## config.mk

```make
export PLATFORM = sky130hd
export DESIGN_NAME = drop_controller
export DESIGN_NICKNAME = d
export VERILOG_FILES = /design/src/rtl/drop_controller_pkg.sv /design/src/rtl/drop_controller_column_stack.sv /design/src/rtl/drop_controller.sv
export SDC_FILE = /design/constraint.sdc
export NUM_CORES = 1
export LEC_CHECK = 0
export ABC_AREA = 1
export CORE_MARGIN = 2
export CORE_UTILIZATION = 48
export DETAILED_ROUTE_END_ITERATION = 7
export PLACE_DENSITY = 0.77
export SLEW_MARGIN = 0
export SYNTH_ARGS = -nofsm -noshare
export SYNTH_HDL_FRONTEND = slang
export SYNTH_HIERARCHICAL = 1
export SYNTH_SLANG_ARGS = --single-unit
```

## constraint.sdc

```tcl
create_clock -name clk -period 2.75 [get_ports clk]
set_input_delay 0.825 -clock clk [delete_from_list [all_inputs] [get_ports clk]]
set_output_delay 0.825 -clock clk [all_outputs]
set_load 0.02 [all_outputs]
```

## src/rtl/drop_controller_pkg.sv

```systemverilog
// Shared game constants: board geometry, drop FSM encoding and the drop result payload.
package drop_controller_pkg;

  localparam int unsigned NUM_COLS = 7;
  localparam int unsigned NUM_ROWS = 6;
  localparam int unsigned COL_W    = 3;
  localparam int unsigned ROW_W    = 3;

  typedef enum logic [2:0] {
    S_IDLE     = 3'd0,
    S_CHECK    = 3'd1,
    S_WRITE    = 3'd2,
    S_RESP     = 3'd3,
    S_WAIT_LOW = 3'd4
  } state_e;

  typedef struct packed {
    logic             ok;
    logic [ROW_W-1:0] row;
  } drop_resp_t;

endpackage

```

## src/rtl/drop_controller_column_stack.sv

```systemverilog
// One board column: thermometer occupancy, per-cell owner bits, full flag and next landing row.
module column_stack
  import drop_controller_pkg::*;
#(
  parameter int unsigned ROWS = NUM_ROWS
) (
  input  logic             clk,
  input  logic             resetn,
  input  logic             clear,
  input  logic             insert,
  input  logic             player,
  output logic [ROWS-1:0]  onoff,
  output logic [ROWS-1:0]  owner,
  output logic             full_c,
  output logic [ROW_W-1:0] row_c
);

  // Owner bit of the new piece lands at the current fill count.
  always_ff @(posedge clk or negedge resetn) begin
    if (!resetn) begin
      onoff <= '0;
      owner <= '0;
    end else if (clear) begin
      onoff <= '0;
      owner <= '0;
    end else if (insert && !onoff[ROWS-1]) begin
      onoff <= {onoff[ROWS-2:0], 1'b1};
      owner <= owner | (ROWS'(player) << row_c);
    end
  end

  assign full_c = onoff[ROWS-1];

  always_comb begin
    row_c = '0;
    for (int i = 0; i < ROWS; i++) begin
      row_c = row_c + ROW_W'(onoff[i]);
    end
  end

endmodule

```

## src/rtl/drop_controller.sv

```systemverilog
// Drop controller: request FSM, column select and registered response for a connect-four board.
module drop_controller #(
  parameter int unsigned NUM_COLS = drop_controller_pkg::NUM_COLS,
  parameter int unsigned NUM_ROWS = drop_controller_pkg::NUM_ROWS
) (
  input  logic                         clk,
  input  logic                         resetn,
  input  logic                         clear,
  input  logic                         drop_req,
  input  logic [2:0]                   drop_col,
  output logic                         drop_ack,
  output logic                         drop_ok,
  output logic [2:0]                   drop_row,
  output logic                         player,
  output logic [NUM_COLS*NUM_ROWS-1:0] col_onoff,
  output logic [NUM_COLS*NUM_ROWS-1:0] col_owner,
  output logic                         board_full
);

  import drop_controller_pkg::COL_W;
  import drop_controller_pkg::ROW_W;
  import drop_controller_pkg::state_e;
  import drop_controller_pkg::drop_resp_t;
  import drop_controller_pkg::S_IDLE;
  import drop_controller_pkg::S_CHECK;
  import drop_controller_pkg::S_WRITE;
  import drop_controller_pkg::S_RESP;
  import drop_controller_pkg::S_WAIT_LOW;

  state_e           state_q, state_d;
  logic [COL_W-1:0] col_q, col_d;
  logic             reject_q, reject_d;
  drop_resp_t       res_q, res_d;
  logic             ack_d, ok_d, player_d;
  logic [ROW_W-1:0] row_d;
  logic             insert_c;

  logic             col_full [NUM_COLS];
  logic [ROW_W-1:0] col_row  [NUM_COLS];
  logic             sel_full_c;
  logic [ROW_W-1:0] sel_row_c;

  for (genvar c = 0; c < NUM_COLS; c++) begin : g_col
    column_stack #(.ROWS(NUM_ROWS)) u_col (
      .clk    (clk),
      .resetn (resetn),
      .clear  (clear),
      .insert (insert_c && (col_q == COL_W'(c))),
      .player (player),
      .onoff  (col_onoff[c*NUM_ROWS +: NUM_ROWS]),
      .owner  (col_owner[c*NUM_ROWS +: NUM_ROWS]),
      .full_c (col_full[c]),
      .row_c  (col_row[c])
    );
  end

  // Column select by comparison so an out-of-range column reads as empty.
  always_comb begin
    sel_full_c = 1'b0;
    sel_row_c  = '0;
    for (int c = 0; c < NUM_COLS; c++) begin
      if (col_q == COL_W'(c)) begin
        sel_full_c = col_full[c];
        sel_row_c  = col_row[c];
      end
    end
  end

  assign board_full = &col_onoff;

  always_ff @(posedge clk or negedge resetn) begin
    if (!resetn) begin
      state_q  <= S_IDLE;
      col_q    <= '0;
      reject_q <= 1'b0;
      res_q    <= '0;
      drop_ack <= 1'b0;
      drop_ok  <= 1'b0;
      drop_row <= '0;
      player   <= 1'b0;
    end else begin
      state_q  <= state_d;
      col_q    <= col_d;
      reject_q <= reject_d;
      res_q    <= res_d;
      drop_ack <= ack_d;
      drop_ok  <= ok_d;
      drop_row <= row_d;
      player   <= player_d;
    end
  end

  always_comb begin
    state_d  = state_q;
    col_d    = col_q;
    reject_d = reject_q;
    res_d    = res_q;
    ack_d    = 1'b0;
    ok_d     = drop_ok;
    row_d    = drop_row;
    player_d = player;
    insert_c = 1'b0;

    case (state_q)
      S_IDLE: begin
        if (drop_req) begin
          col_d   = drop_col;
          state_d = S_CHECK;
        end
      end
      S_CHECK: begin
        reject_d = (32'(col_q) >= NUM_COLS) || sel_full_c;
        state_d  = S_WRITE;
      end
      S_WRITE: begin
        insert_c  = !reject_q;
        res_d.ok  = !reject_q;
        res_d.row = reject_q ? '0 : sel_row_c;
        state_d   = S_RESP;
      end
      S_RESP: begin
        ack_d    = 1'b1;
        ok_d     = res_q.ok;
        row_d    = res_q.row;
        player_d = player ^ res_q.ok;
        state_d  = S_WAIT_LOW;
      end
      S_WAIT_LOW: begin
        if (!drop_req) state_d = S_IDLE;
      end
      default: state_d = S_IDLE;
    endcase

    // New game overrides any in-flight drop.
    if (clear) begin
      state_d  = S_IDLE;
      insert_c = 1'b0;
      ack_d    = 1'b0;
      ok_d     = 1'b0;
      row_d    = '0;
      player_d = 1'b0;
    end
  end

endmodule

```

Word level (Yosys, flattened, before mapping)
Cells that the tools add are included.

Input port bits: 7. Output and inout port bits: 91. Register bits after elaboration: 101. Logic and storage cells: 179.

Muxes and demuxes: 57. Eq/ne operators: 12. Shifts and indexed selects: 7. Reductions and logical operators: 36. Bitwise logic cells: 8. Add/sub/neg operators: 35. $lt $le $gt $ge: 1.

Operators by type and width (count): two-way mux 6 bit (28); adder 3 x 1 -> 3 bit (28); OR 6 bit (7); AND reduction 42 bit (1); << shifter 1 x 3 -> 6 bit (7); two-way mux 3 bit (13); nonzero test 2 bit (8); two-way mux 1 bit (15); one-hot mux 3 bit (5 select lines) (1); adder 1 x 1 -> 2 bit (7); logical AND 1 bit (14); == test 3 x 2 -> 1 bit (second input constant) (4); == test 3 bit (second input constant) (4); zero test 1 bit (8); == test 3 x 1 -> 1 bit (second input constant) (2); zero test 3 bit (2); != test 3 bit (second input constant) (2); AND reduction 2 bit (2); greater-or-equal comparator 3 bit (second input constant) (1); logical OR 1 bit (1); bitwise XOR 1 bit (1).

Longest topological paths before layout
Word-level depth: 13. Mapped depth: 16. Gate-level depth less buffers: 16.

By module
Netlist, hierarchy kept.

By module, submodules not included: column_stack (g_col[0].u_col ...) (area each 600.6 µm², times used 4, cells each 64, seq. area each 300.3 µm²); column_stack (g_col[2].u_col ...) (area each 633.1 µm², times used 3, cells each 66, seq. area each 300.3 µm²); drop_controller (area each 1161.1 µm², times used 1, cells each 171, seq. area each 425.4 µm²).

Worst setup path before layout
Ideal clock, no wire load.

Kind: register -> register. From: reg g_col[2].u_col.onoff[0]. To: reg res_q[1] in the netlist's numbering. Arrival: 2704 ps. Path buffers: 0. Data required time: 2634 ps. Clock period less this slack: 2820 ps. Library setup time: 116 ps. Cell stages (with the launch flop): 15. Setup slack: -70 ps. Path through: dfrtp_1 -> fa_1 -> inv_1 -> fa_1 -> inv_1 -> ha_1 -> inv_1 -> fa_1 -> inv_1 -> o21ai_0 -> nand3_1 -> o21ai_1 -> nand3_1 -> nand2_1 -> nand2_1.

RTL lines: from (decl) (line drop_controller_column_stack.sv:12) `output logic [ROWS-1:0] onoff,`; from (signal assigned) (line drop_controller_column_stack.sv:27) `onoff <= {onoff[ROWS-2:0], 1'b1};`; to (signal assigned) (line drop_controller.sv:85) `res_q <= res_d;`; to (decl) (line drop_controller.sv:33) `drop_resp_t res_q, res_d;`.

==> qor.yml <==
vias: 4644
syn_inst: 625
slew_violations: 0
clkTransAtPathRegs_ps: 70
dr.pass1.iters: 5
portBuffers: 97
p_per_area_nw_per_um2: 430
vias_per_cell: 5.11
status: "finished with violations"
syn_nets: 660
hold_class: "in2async"
grt_pass1_vias: 4743
tightestPinTransition_ps: 462
die_x_um: 111
ys_top_cells_by_area: "dfrtp_1 46%, inv_1 8.0%, fa_1 7.7%, nand2_1 6.9%, nor2_1 4.3%"
grt_max_degree: 62
dp_hpwl_um: 9780
post-route-drc-count: 0
place_congestion: 0.842
die-area_um2: 12300
dr.first_iter.drc_count: 272
ys_seq_area_frac: 0.463
diodes: 0
routed_wl_um: 13400
final_cell_mix: "101 x inv_1, 98 x dfrtp_1, 96 x nand2_1"
grt_pass1_wl_um: 22200
cts_tree: "yes"
hold_viol_final: 0
grt_use_total: 0.222
synth_top_area_frac: 0.463
fillerInstances: 863
rr_endpoint: "g_col[2].u_col/owner[1]"
grt_setup_unrepaired: "yes"
p_leak_nw: 3.27
ir_drop_v: 0.000424
fin_crit_ps: 2870
crit_path_end_kind: "flop"
fin_area_um2: 7390
synth.avg_cell_area_um2: 8.74
yosys_warnings: 6
yosysUniqueCellTypes: 32
postLayoutCoreUtil: 0.673
antenna_left: 0
ff2ff_path_depth: 13
skew_ps: 7.17
drive_gt1_frac: 0.262
layout_commonest_cell: "inv_1"
holdBufCountCts: 0
yosysTopAreaCell: "dfrtp_1"
start_util: 0.497
rows: 38
areaGrowthSynthToFinish_pct: 35.2
cts_root_buf: "clkbuf_16"
die_h_um: 111
clk_path_buf_depth: 2
wl_per_cell_um: 14.8
htreeDepth: 3
coreArea_um2: 11000
slew_headroom: 0.684
crit_fanout: 2
grt_remaining_overflow: 0
cts_buffers: 9
r2r_start: "g_col[2].u_col/onoff[1]"
fin_crit_sh: 1.05
start_kind: "flop"
critPathRequiredTime_ps: 3020
crit_arrival_ps: 3140
antenna_found_initial: 0
synth.cell_area_um2: 5460
maxCapViolCount: 0
finalSetupViolCount: 9
clkSinkCount: 101
timing.reg2reg.setup_slack_ps: -120
criticalPathCategory: "reg2reg"
timing.final.ws_setup_ps: -125
post_dp_cell_area_um2: 6790
clk_latency_ps: 350
ios: 98
ys_seq_elements: 101
layout.nets: 799
max_clock_freq_ghz: 0.348
failed_checks: "setup timing"
## final cells by class
class,instances,area [um2],area share
Tap cell,140,175,0.0237
Multi-Input combinational cell,377,2520,0.341
Sequential cell,101,2530,0.343
Clock inverter,4,73.8,0.00999
Clock buffer,11,233,0.0315
Timing Repair Buffer,141,1330,0.180
Inverter,134,526,0.0711
## cell usage after synthesis
cell type    n
nor2_4       1
or2_0        1
a2111oi_0    1
buf_4        7
inv_6        3
or3_1        1
inv_4        2
dfrtp_1    101
o22ai_1     28
nand3_1     42
nand2_4      6
inv_2       12
o21ai_2     12
o21ai_1      2
nand2_2     14
nand2_1    100
fa_1        21
a21oi_1     30
inv_1      117
buf_6        6
nor3_1       2
o21ai_0      2
o211ai_1     1
nor2_2      15
nor2_1      62
nand4_1     13
ha_1         7
nand3b_1     1
nor3_2       1
a21oi_2      6
nand3_2      4
nor4_1       4
## stage by stage
stage | hold slack (ps) | setup slack (ps) | setup TNS [ps] | cells | power, mW
after floorplan | 442 | -39.3 | -39.3 | 625 | 1.78
after global placement | 464 | -34.2 | -34.2 | 886 | 1.86
after detailed placement | 465 | -151 | -236 | 886 | 1.86
after CTS | 269 | -130 | -463 | 904 | 3.19
after global routing | 269 | -225 | -2240 | 908 | 3.30
final | 278 | -125 | -517 | 908 | 3.17
## worst max-delay path, stage by stage, from the launching register on
cell and delay, ps:
dfrtp_2 420, fa_1 560, inv_2 40, fa_1 430, inv_1 70, ha_1 140
inv_1 50, fa_1 510, inv_2 50, buf_4 120, buf_6 120, nor2_4 100
a21oi_2 60, nor2_1 110
## cell families (layout without fill, tap and decap cells)
family | after synthesis | in the layout | share of synthesized area
buf+inv | 147 | 290 | 0.118
compound gates | 82 | 82 | 0.0951
simple gates | 267 | 267 | 0.232
fa+ha+maj | 28 | 28 | 0.0930
flops | 101 | 101 | 0.463
## report_power, final
| part | internal (mW) | leakage (nW) | switching (mW) |
|---|---|---|---|
| registers | 1.52 | 1.39 | 0.0519 |
| clock network | 0.793 | 0.150 | 0.536 |
| logic | 0.0876 | 1.73 | 0.184 |
## sequential cells by signal, indices dropped and copies added (netlist names)
| signal | cells |
|---|---|
| reject_q | 1 |
| player | 1 |
| drop_row | 3 |
| col_q | 3 |
| g_col.u_col/owner | 42 |
| state_q | 3 |
| res_q | 4 |
| drop_ok | 1 |
| g_col.u_col/onoff | 42 |
| drop_ack | 1 |
## routing by layer
metal | up-vias | global-route usage | part of all wire
li1 | 2243 | - | -
met1 | 2273 | 0.285 | 0.43
met5 | - | 0 | 0
met3 | 18 | 0.0459 | 0.043
met2 | 110 | 0.377 | 0.51
met4 | 0 | 0.0733 | 0.015
## worst max path at each step
stage,end,from,cells past startpoint
after floorplan,res_q[1],g_col[2].u_col/onoff[0],14
after global placement,res_q[1],g_col[2].u_col/onoff[0],14
after detailed placement,res_q[1],g_col[2].u_col/onoff[0],14
after CTS,res_q[1],g_col[2].u_col/onoff[1],14
after global routing,res_q[1],g_col[0].u_col/onoff[1],14
final,g_col[2].u_col/owner[1],g_col[2].u_col/onoff[1],13
## repair_timing
| action | in CTS | in global routing |
|---|---|---|
| resized for setup | 30 | 55 |
| pin swaps | 13 | 28 |
| buffers inserted | 3 | 4 |
| setup endpoints to repair | 13 | 40 |
No activity file was read; power rests on OpenSTA's default activity.
